File: src/rtl/des_pkg.sv
// ----------------------------------------------------------------------------
// des_pkg: shared DES S-box tables, lookup helper and S-box unit state type.
// Rev 1.0
// ----------------------------------------------------------------------------
`default_nettype none
`timescale 1ns/1ps

package des_pkg;

  typedef enum logic [1:0] {
    IDLE = 2'd0,
    BUSY = 2'd1,
    DONE = 2'd2
  } des_sbox_state_t;

  // Each table is 64 nibbles in FIPS row-major order (row*16 + col), MSB first.
  localparam logic [0:63][3:0] SBOX [8] = '{
    256'hE4D12FB83A6C5907_0F74E2D1A6CB9538_41E8D62BFC973A50_FC8249175B3EA06D,
    256'hF18E6B34972DC05A_3D47F28EC01A69B5_0E7BA4D158C6932F_D8A13F42B67C05E9,
    256'hA09E63F51DC7B428_D709346A285ECBF1_D6498F30B12C5AE7_1AD069874FE3B52C,
    256'h7DE3069A1285BC4F_D8B56F03472C1AE9_A690CB7DF13E5284_3F06A1D8945BC72E,
    256'h2C417AB6853FD0E9_EB2C47D150FA3986_421BAD78F9C5630E_B8C71E2D6F09A453,
    256'hC1AF92680D34E75B_AF427C9561DE0B38_9EF528C3704A1DB6_432C95FABE17608D,
    256'h4B2EF08D3C975A61_D0B7491AE35C2F86_14BDC37EAF680592_6BD814A7950FE23C,
    256'hD2846FB1A93E50C7_1FD8A374C56B0E92_7B419CE206ADF358_21E74A8DFC90356B
  };

  function automatic logic [3:0] sbox_lookup(input logic [2:0] box, input logic [5:0] x);
    return SBOX[box][{x[5], x[0], x[4:1]}];
  endfunction

endpackage

`default_nettype wire

File: src/rtl/des_sbox_unit_if.sv
// ----------------------------------------------------------------------------
// des_sbox_unit_if: valid/ready input word and output result channels.
// Rev 1.0
// ----------------------------------------------------------------------------
`default_nettype none
`timescale 1ns/1ps

interface des_sbox_unit_if;
  logic        in_valid;
  logic        in_ready;
  logic [47:0] in_data;
  logic        out_valid;
  logic        out_ready;
  logic [31:0] out_data;

  modport master (
    output in_valid, in_data, out_ready,
    input  in_ready, out_valid, out_data
  );

  modport slave (
    input  in_valid, in_data, out_ready,
    output in_ready, out_valid, out_data
  );
endinterface

`default_nettype wire

File: src/rtl/des_sbox_lane.sv
// ----------------------------------------------------------------------------
// des_sbox_lane: one combinational S-box evaluation for a selectable box.
// Rev 1.0
// ----------------------------------------------------------------------------
`default_nettype none
`timescale 1ns/1ps

module des_sbox_lane
  import des_pkg::*;
(
  input  logic [2:0] box,
  input  logic [5:0] x,
  output logic [3:0] y
);

  assign y = sbox_lookup(box, x);

endmodule

`default_nettype wire

File: src/rtl/des_sbox_unit.sv
// ----------------------------------------------------------------------------
// des_sbox_unit: iterative S1..S8 substitution, LANES boxes per cycle.
// Rev 1.0
// ----------------------------------------------------------------------------
`default_nettype none
`timescale 1ns/1ps

module des_sbox_unit
  import des_pkg::*;
#(
  parameter int LANES = 2
) (
  input  logic            clk,
  input  logic            rst,
  des_sbox_unit_if.slave  bus
);

  localparam int STEPS = 8 / LANES;
  localparam int CNT_W = (STEPS > 1) ? $clog2(STEPS) : 1;

  if (!(LANES == 1 || LANES == 2 || LANES == 4 || LANES == 8)) begin : g_bad_lanes
    $error("des_sbox_unit: LANES must be 1, 2, 4 or 8");
  end

  des_sbox_state_t  state_q, state_d;
  logic [CNT_W-1:0] cnt_q, cnt_d;
  logic [47:0]      latch_q, latch_d;
  logic [31:0]      result_q, result_d;
  logic             out_valid_q, out_valid_d;

  logic [2:0]       lane_box [LANES];
  logic [5:0]       lane_x   [LANES];
  logic [3:0]       lane_y   [LANES];
  logic             accept;
  logic             last_step;

  assign bus.in_ready  = (state_q == IDLE) || ((state_q == DONE) && bus.out_ready);
  assign accept        = bus.in_valid && bus.in_ready;
  assign last_step     = (int'(cnt_q) == STEPS - 1);
  assign bus.out_valid = out_valid_q;
  assign bus.out_data  = result_q;

  // Box b occupies latch bits [6*(7-b)+5 : 6*(7-b)], S1 at the top.
  always_comb begin
    logic [47:0] shifted;
    for (int l = 0; l < LANES; l++) begin
      lane_box[l] = 3'(int'(cnt_q) * LANES + l);
      shifted     = latch_q >> (6 * (7 - int'(lane_box[l])));
      lane_x[l]   = shifted[5:0];
    end
  end

  for (genvar l = 0; l < LANES; l++) begin : g_lane
    des_sbox_lane u_lane (
      .box (lane_box[l]),
      .x   (lane_x[l]),
      .y   (lane_y[l])
    );
  end

  always_comb begin
    int sh;
    state_d     = state_q;
    cnt_d       = cnt_q;
    latch_d     = latch_q;
    result_d    = result_q;
    out_valid_d = out_valid_q;
    sh          = 0;
    case (state_q)
      IDLE: begin
        if (accept) begin
          latch_d = bus.in_data;
          cnt_d   = '0;
          state_d = BUSY;
        end
      end
      BUSY: begin
        for (int l = 0; l < LANES; l++) begin
          sh       = 4 * (7 - int'(lane_box[l]));
          result_d = (result_d & ~(32'hF << sh)) | (32'(lane_y[l]) << sh);
        end
        if (last_step) begin
          state_d     = DONE;
          out_valid_d = 1'b1;
        end else begin
          cnt_d = cnt_q + 1'b1;
        end
      end
      DONE: begin
        if (bus.out_ready) begin
          out_valid_d = 1'b0;
          if (accept) begin
            latch_d = bus.in_data;
            cnt_d   = '0;
            state_d = BUSY;
          end else begin
            state_d = IDLE;
          end
        end
      end
      default: begin
        state_d     = IDLE;
        out_valid_d = 1'b0;
      end
    endcase
  end

  always_ff @(posedge clk or posedge rst) begin
    if (rst) begin
      state_q     <= IDLE;
      cnt_q       <= '0;
      latch_q     <= '0;
      result_q    <= '0;
      out_valid_q <= 1'b0;
    end else begin
      state_q     <= state_d;
      cnt_q       <= cnt_d;
      latch_q     <= latch_d;
      result_q    <= result_d;
      out_valid_q <= out_valid_d;
    end
  end

endmodule

`default_nettype wire

File: src/flat_wrapper.sv
// flat-port wrapper written by rule: the top's interface ports become plain ports
module des_sbox_unit_flat import des_pkg::*;
#(
  parameter int LANES = 2
)
  (clk, rst, bus_in_valid, bus_in_data, bus_out_ready, bus_in_ready, bus_out_valid, bus_out_data);
  des_sbox_unit_if bus_i ();
  input  logic clk;
  input  logic rst;
  input wire logic [$bits(bus_i.in_valid)-1:0] bus_in_valid;
  input wire logic [$bits(bus_i.in_data)-1:0] bus_in_data;
  input wire logic [$bits(bus_i.out_ready)-1:0] bus_out_ready;
  output wire logic [$bits(bus_i.in_ready)-1:0] bus_in_ready;
  output wire logic [$bits(bus_i.out_valid)-1:0] bus_out_valid;
  output wire logic [$bits(bus_i.out_data)-1:0] bus_out_data;
  assign bus_i.in_valid = bus_in_valid;
  assign bus_i.in_data = bus_in_data;
  assign bus_i.out_ready = bus_out_ready;
  assign bus_in_ready = bus_i.in_ready;
  assign bus_out_valid = bus_i.out_valid;
  assign bus_out_data = bus_i.out_data;
  des_sbox_unit #(.LANES(LANES)) u_core (.clk(clk), .rst(rst), .bus(bus_i));
endmodule
File: config.mk
export PLATFORM = sky130hd
export DESIGN_NAME = des_sbox_unit_flat
export DESIGN_NICKNAME = d
export VERILOG_FILES = /design/src/rtl/des_pkg.sv /design/src/rtl/des_sbox_unit_if.sv /design/src/rtl/des_sbox_lane.sv /design/src/rtl/des_sbox_unit.sv /design/src/flat_wrapper.sv
export SDC_FILE = /design/constraint.sdc
export NUM_CORES = 1
export LEC_CHECK = 0
export ABC_AREA = 0
export CAP_MARGIN = 40
export CORE_UTILIZATION = 55
export DETAILED_ROUTE_END_ITERATION = 8
export GPL_ROUTABILITY_DRIVEN = 0
export PLACE_DENSITY = 0.78
export SKIP_LAST_GASP = 1
export SLEW_MARGIN = 25
export SYNTH_ARGS = -nofsm -noshare
export SYNTH_HDL_FRONTEND = slang
export SYNTH_SLANG_ARGS = --single-unit
File: constraint.sdc
create_clock -name clk -period 13.9 [get_ports clk]
set_input_delay 2.085 -clock clk [delete_from_list [all_inputs] [get_ports clk]]
set_output_delay 2.085 -clock clk [all_outputs]
set_load 0.005 [all_outputs]
==> flow_summary.toml <==
[min_path]
hold_path.startpoint = "u_core.bus.out_data[29]"
holdPathEnd = "u_core.bus.out_data[29]"
worstHoldPathCells = 2
hold_class = "reg -> reg"

[worst_setup_path]
reg2reg_depth = 14
worst_setup_path_end_kind = "flop"
cp_cell_sequence = "buf_4 > inv_2 > ha_2 > buf_4 > mux4_2 > a22o_4 > inv_2 > ha_1 > a21o_1 > o21ai_0 > o211ai_1 > o2bb2ai_1 > a221o_1 > a22o_1"
cp.required_ns = 14.14
critPathLaunchType = "flop"
arrival_ns = 5.95
cpPeakStageDelay_ns = 0.73
cpMaxStageDelayCell = "ha_2"
cp_max_fo = 43
worstReg2RegStart = "u_core.cnt_q[1]"
rrSetupSlack_ns = 8.19
crit_buf_inv = 4
crit_type = "reg -> reg"
r2r-end = "u_core.bus.out_data[22]"
crit_family = "buffers and inverters"

[routing]
routedWlPerCell_um = 24.0
drc = 3
postRouteAntennaNets = 0
wl_um = 28600
via_per_inst = 7.73
drtIter0Drc = 1661
vias = 9195
firstDrtPassIters = 9

[clock_tree]
post_cts_resized = 0
numCtsBuffers = 9
holdBufCountCts = 0
clkSlewWorstSetupHoldPaths_ns = 0.07
cts-htree-levels = 3
cts_setup_buffers = 0
clock_path_buffers = 2
cts_root_buf = "clkbuf_16"
cts_tree = "built"
cts.sinks = 85
insertion_delay_ns = 0.35

[timing]
slew_violations = 0
clock.fmax_mhz = 175
worst_pin_slew_ns = 0.842
rsz0062_at_grt = "false"
fin_crit_ns = 5.71
fin_skew_ns = 0.0142
hold_viol_final = 0
slew-limit-headroom_pct = 43.9
setup_viol = 0
min_period_over_period_pct = 41.1
tns_ns = 0

[synthesis]
yosysSeqAreaShare_pct = 25.5
post_synth_instance_area_um2 = 8360
synth_nets = 1046
yosys.cell_count.top_type = "nand2_1"
syn_inst = 982
syn_area_per_cell_um2 = 8.51
synthTopCellsByCount = "104 x nand2_1, 85 x dfrtp_1, 69 x nor2_1"
async_flop_share_pct = 100
synth_top_cell_area_share_pct = 25.5
yosysUniqueCellTypes = 87
synth_edf_count = 0
ys.flop_type = "dfrtp_1"
synth.largest_area_cell = "dfrtp_1"
ys_warn_count = 0
synth_area_leaders = "dfrtp_1 25%, mux2_2 8.9%, nand2_1 4.7%"
synth_seq_cells = 85

[global_route]
antenna_found_initial = 0
grt_usage_pct = 36.3
grt_pass1_vias = 8338
gr-total-overflow = 0
grt_max_degree = 86
grt_first_pass_wirelength_um = 45400

[finish]
layout-drive-gt1-share_pct = 15.7
n_antenna_cell = 0
fin_nets = 1065
areaGrowthSynthToFinish_pct = 14.0

[floorplan]
initial_core_util_pct = 56.8
die-area_um2 = 15700
fp-row-count = 44
core_area_um2 = 14700
die_height_um = 125
io_pins = 86
die_w_um = 125

[run_status]
violations = "DRC"
run_status = "finished, violations left"

[placement]
io_buffers = 85
dp_hpwl_um = 19100

[job]
maxCapViolCount = 0
-- per-stage QoR --
step | setup WS (ns) | std cells | instance area [um^2] | hold WS, ns | utilization, %
detailed placement | 8.38 | 1168 | 9150 | 0.475 | 62.3
global placement | 8.48 | 1165 | 9110 | 0.469 | 62.0
global route | 8.01 | 1190 | 9530 | 0.514 | 64.8
floorplan | 9.22 | 982 | 8360 | 0.472 | -
CTS | 8.37 | 1184 | 9460 | 0.490 | 64.4
finish | 8.19 | 1190 | 9530 | 0.495 | 64.8
-- worst max-delay path by stage --
stage	startpoint	end	slack (ns)	depth (start not counted)
floorplan	u_core.cnt_q[0]	u_core.bus.out_data[22]	9.22	20
global placement	bus_out_ready	bus_in_ready	8.48	4
detailed placement	u_core.cnt_q[1]	u_core.bus.out_data[22]	8.38	14
CTS	u_core.cnt_q[1]	u_core.bus.out_data[23]	8.37	13
global route	u_core.cnt_q[1]	u_core.bus.out_data[23]	8.01	13
finish	u_core.cnt_q[1]	u_core.bus.out_data[22]	8.19	14
-- layout make-up --
class / count / area, um^2
flip-flops and latches: 85 / 2130
fillers: 1232 / 5170
repair buffers: 114 / 1110
clock buffers: 9 / 225
well taps: 184 / 230
clock inverters: 7 / 86.3
inverters: 13 / 50.0
multi-input cells: 778 / 5700
-- flip-flops by register name, indices dropped and copies added (netlist names) --
name,count
u_core.bus.out_data,32
u_core.bus.out_valid,1
u_core.state_q,2
u_core.cnt_q,2
u_core.latch_q,48
-- cell families after synthesis --
| kind of cell | Yosys count | share of synthesized area, % |
|---|---|---|
| AND/OR/NAND/NOR | 293 | 16.4 |
| XOR/XNOR | 8 | 0.928 |
| buffers and inverters | 119 | 6.48 |
| AO/OA/AOI/OAI | 368 | 33.9 |
| multiplexers | 97 | 15.0 |
| adder cells (fa/ha/maj) | 12 | 1.80 |
| flip-flops | 85 | 25.5 |
-- per-layer routing --
layer | GRT usage [%] | vias to the layer above | part of all wire (%)
met5 | 0 | - | 0
met2 | 55.1 | 760 | 44
met3 | 7.10 | 181 | 12
met1 | 49.2 | 4318 | 38
li1 | - | 3936 | -
met4 | 18.4 | 0 | 4.9
-- cells in the final DEF (no fill, tap or decap), types with 11 or more instances in the layout --
master           synthesis  final
a311oi_1                12     12
mux2i_1                 14     14
a211oi_1                24     24
a32o_1                  11     11
nor2_1                  69     68
nand3_1                 17     17
o221ai_1                11     11
a22o_1                  15     15
clkdlybuf4s50_1          0     85
mux4_2                  16     16
o211ai_1                29     29
o2111ai_1               11     11
buf_4                    8     19
a31oi_1                 15     15
a221o_1                 12     12
nand2_1                104    104
o21ai_0                 54     54
a221oi_1                16     16
ha_1                    12     11
o31ai_1                 16     16
nor3_1                  33     33
mux2_2                  66     66
dfrtp_1                 85     84
a21oi_1                 34     34
a22oi_1                 13     12
-- worst min-delay path, stage by stage (launching register included) --
cell     delay (ns)
dfrtp_1        0.34
nand2_1        0.05
o21ai_1        0.06
Power is left out: the tool's default activity adds up to more than one toggle a clock period on the data nets, which glitch-free logic cannot reach.
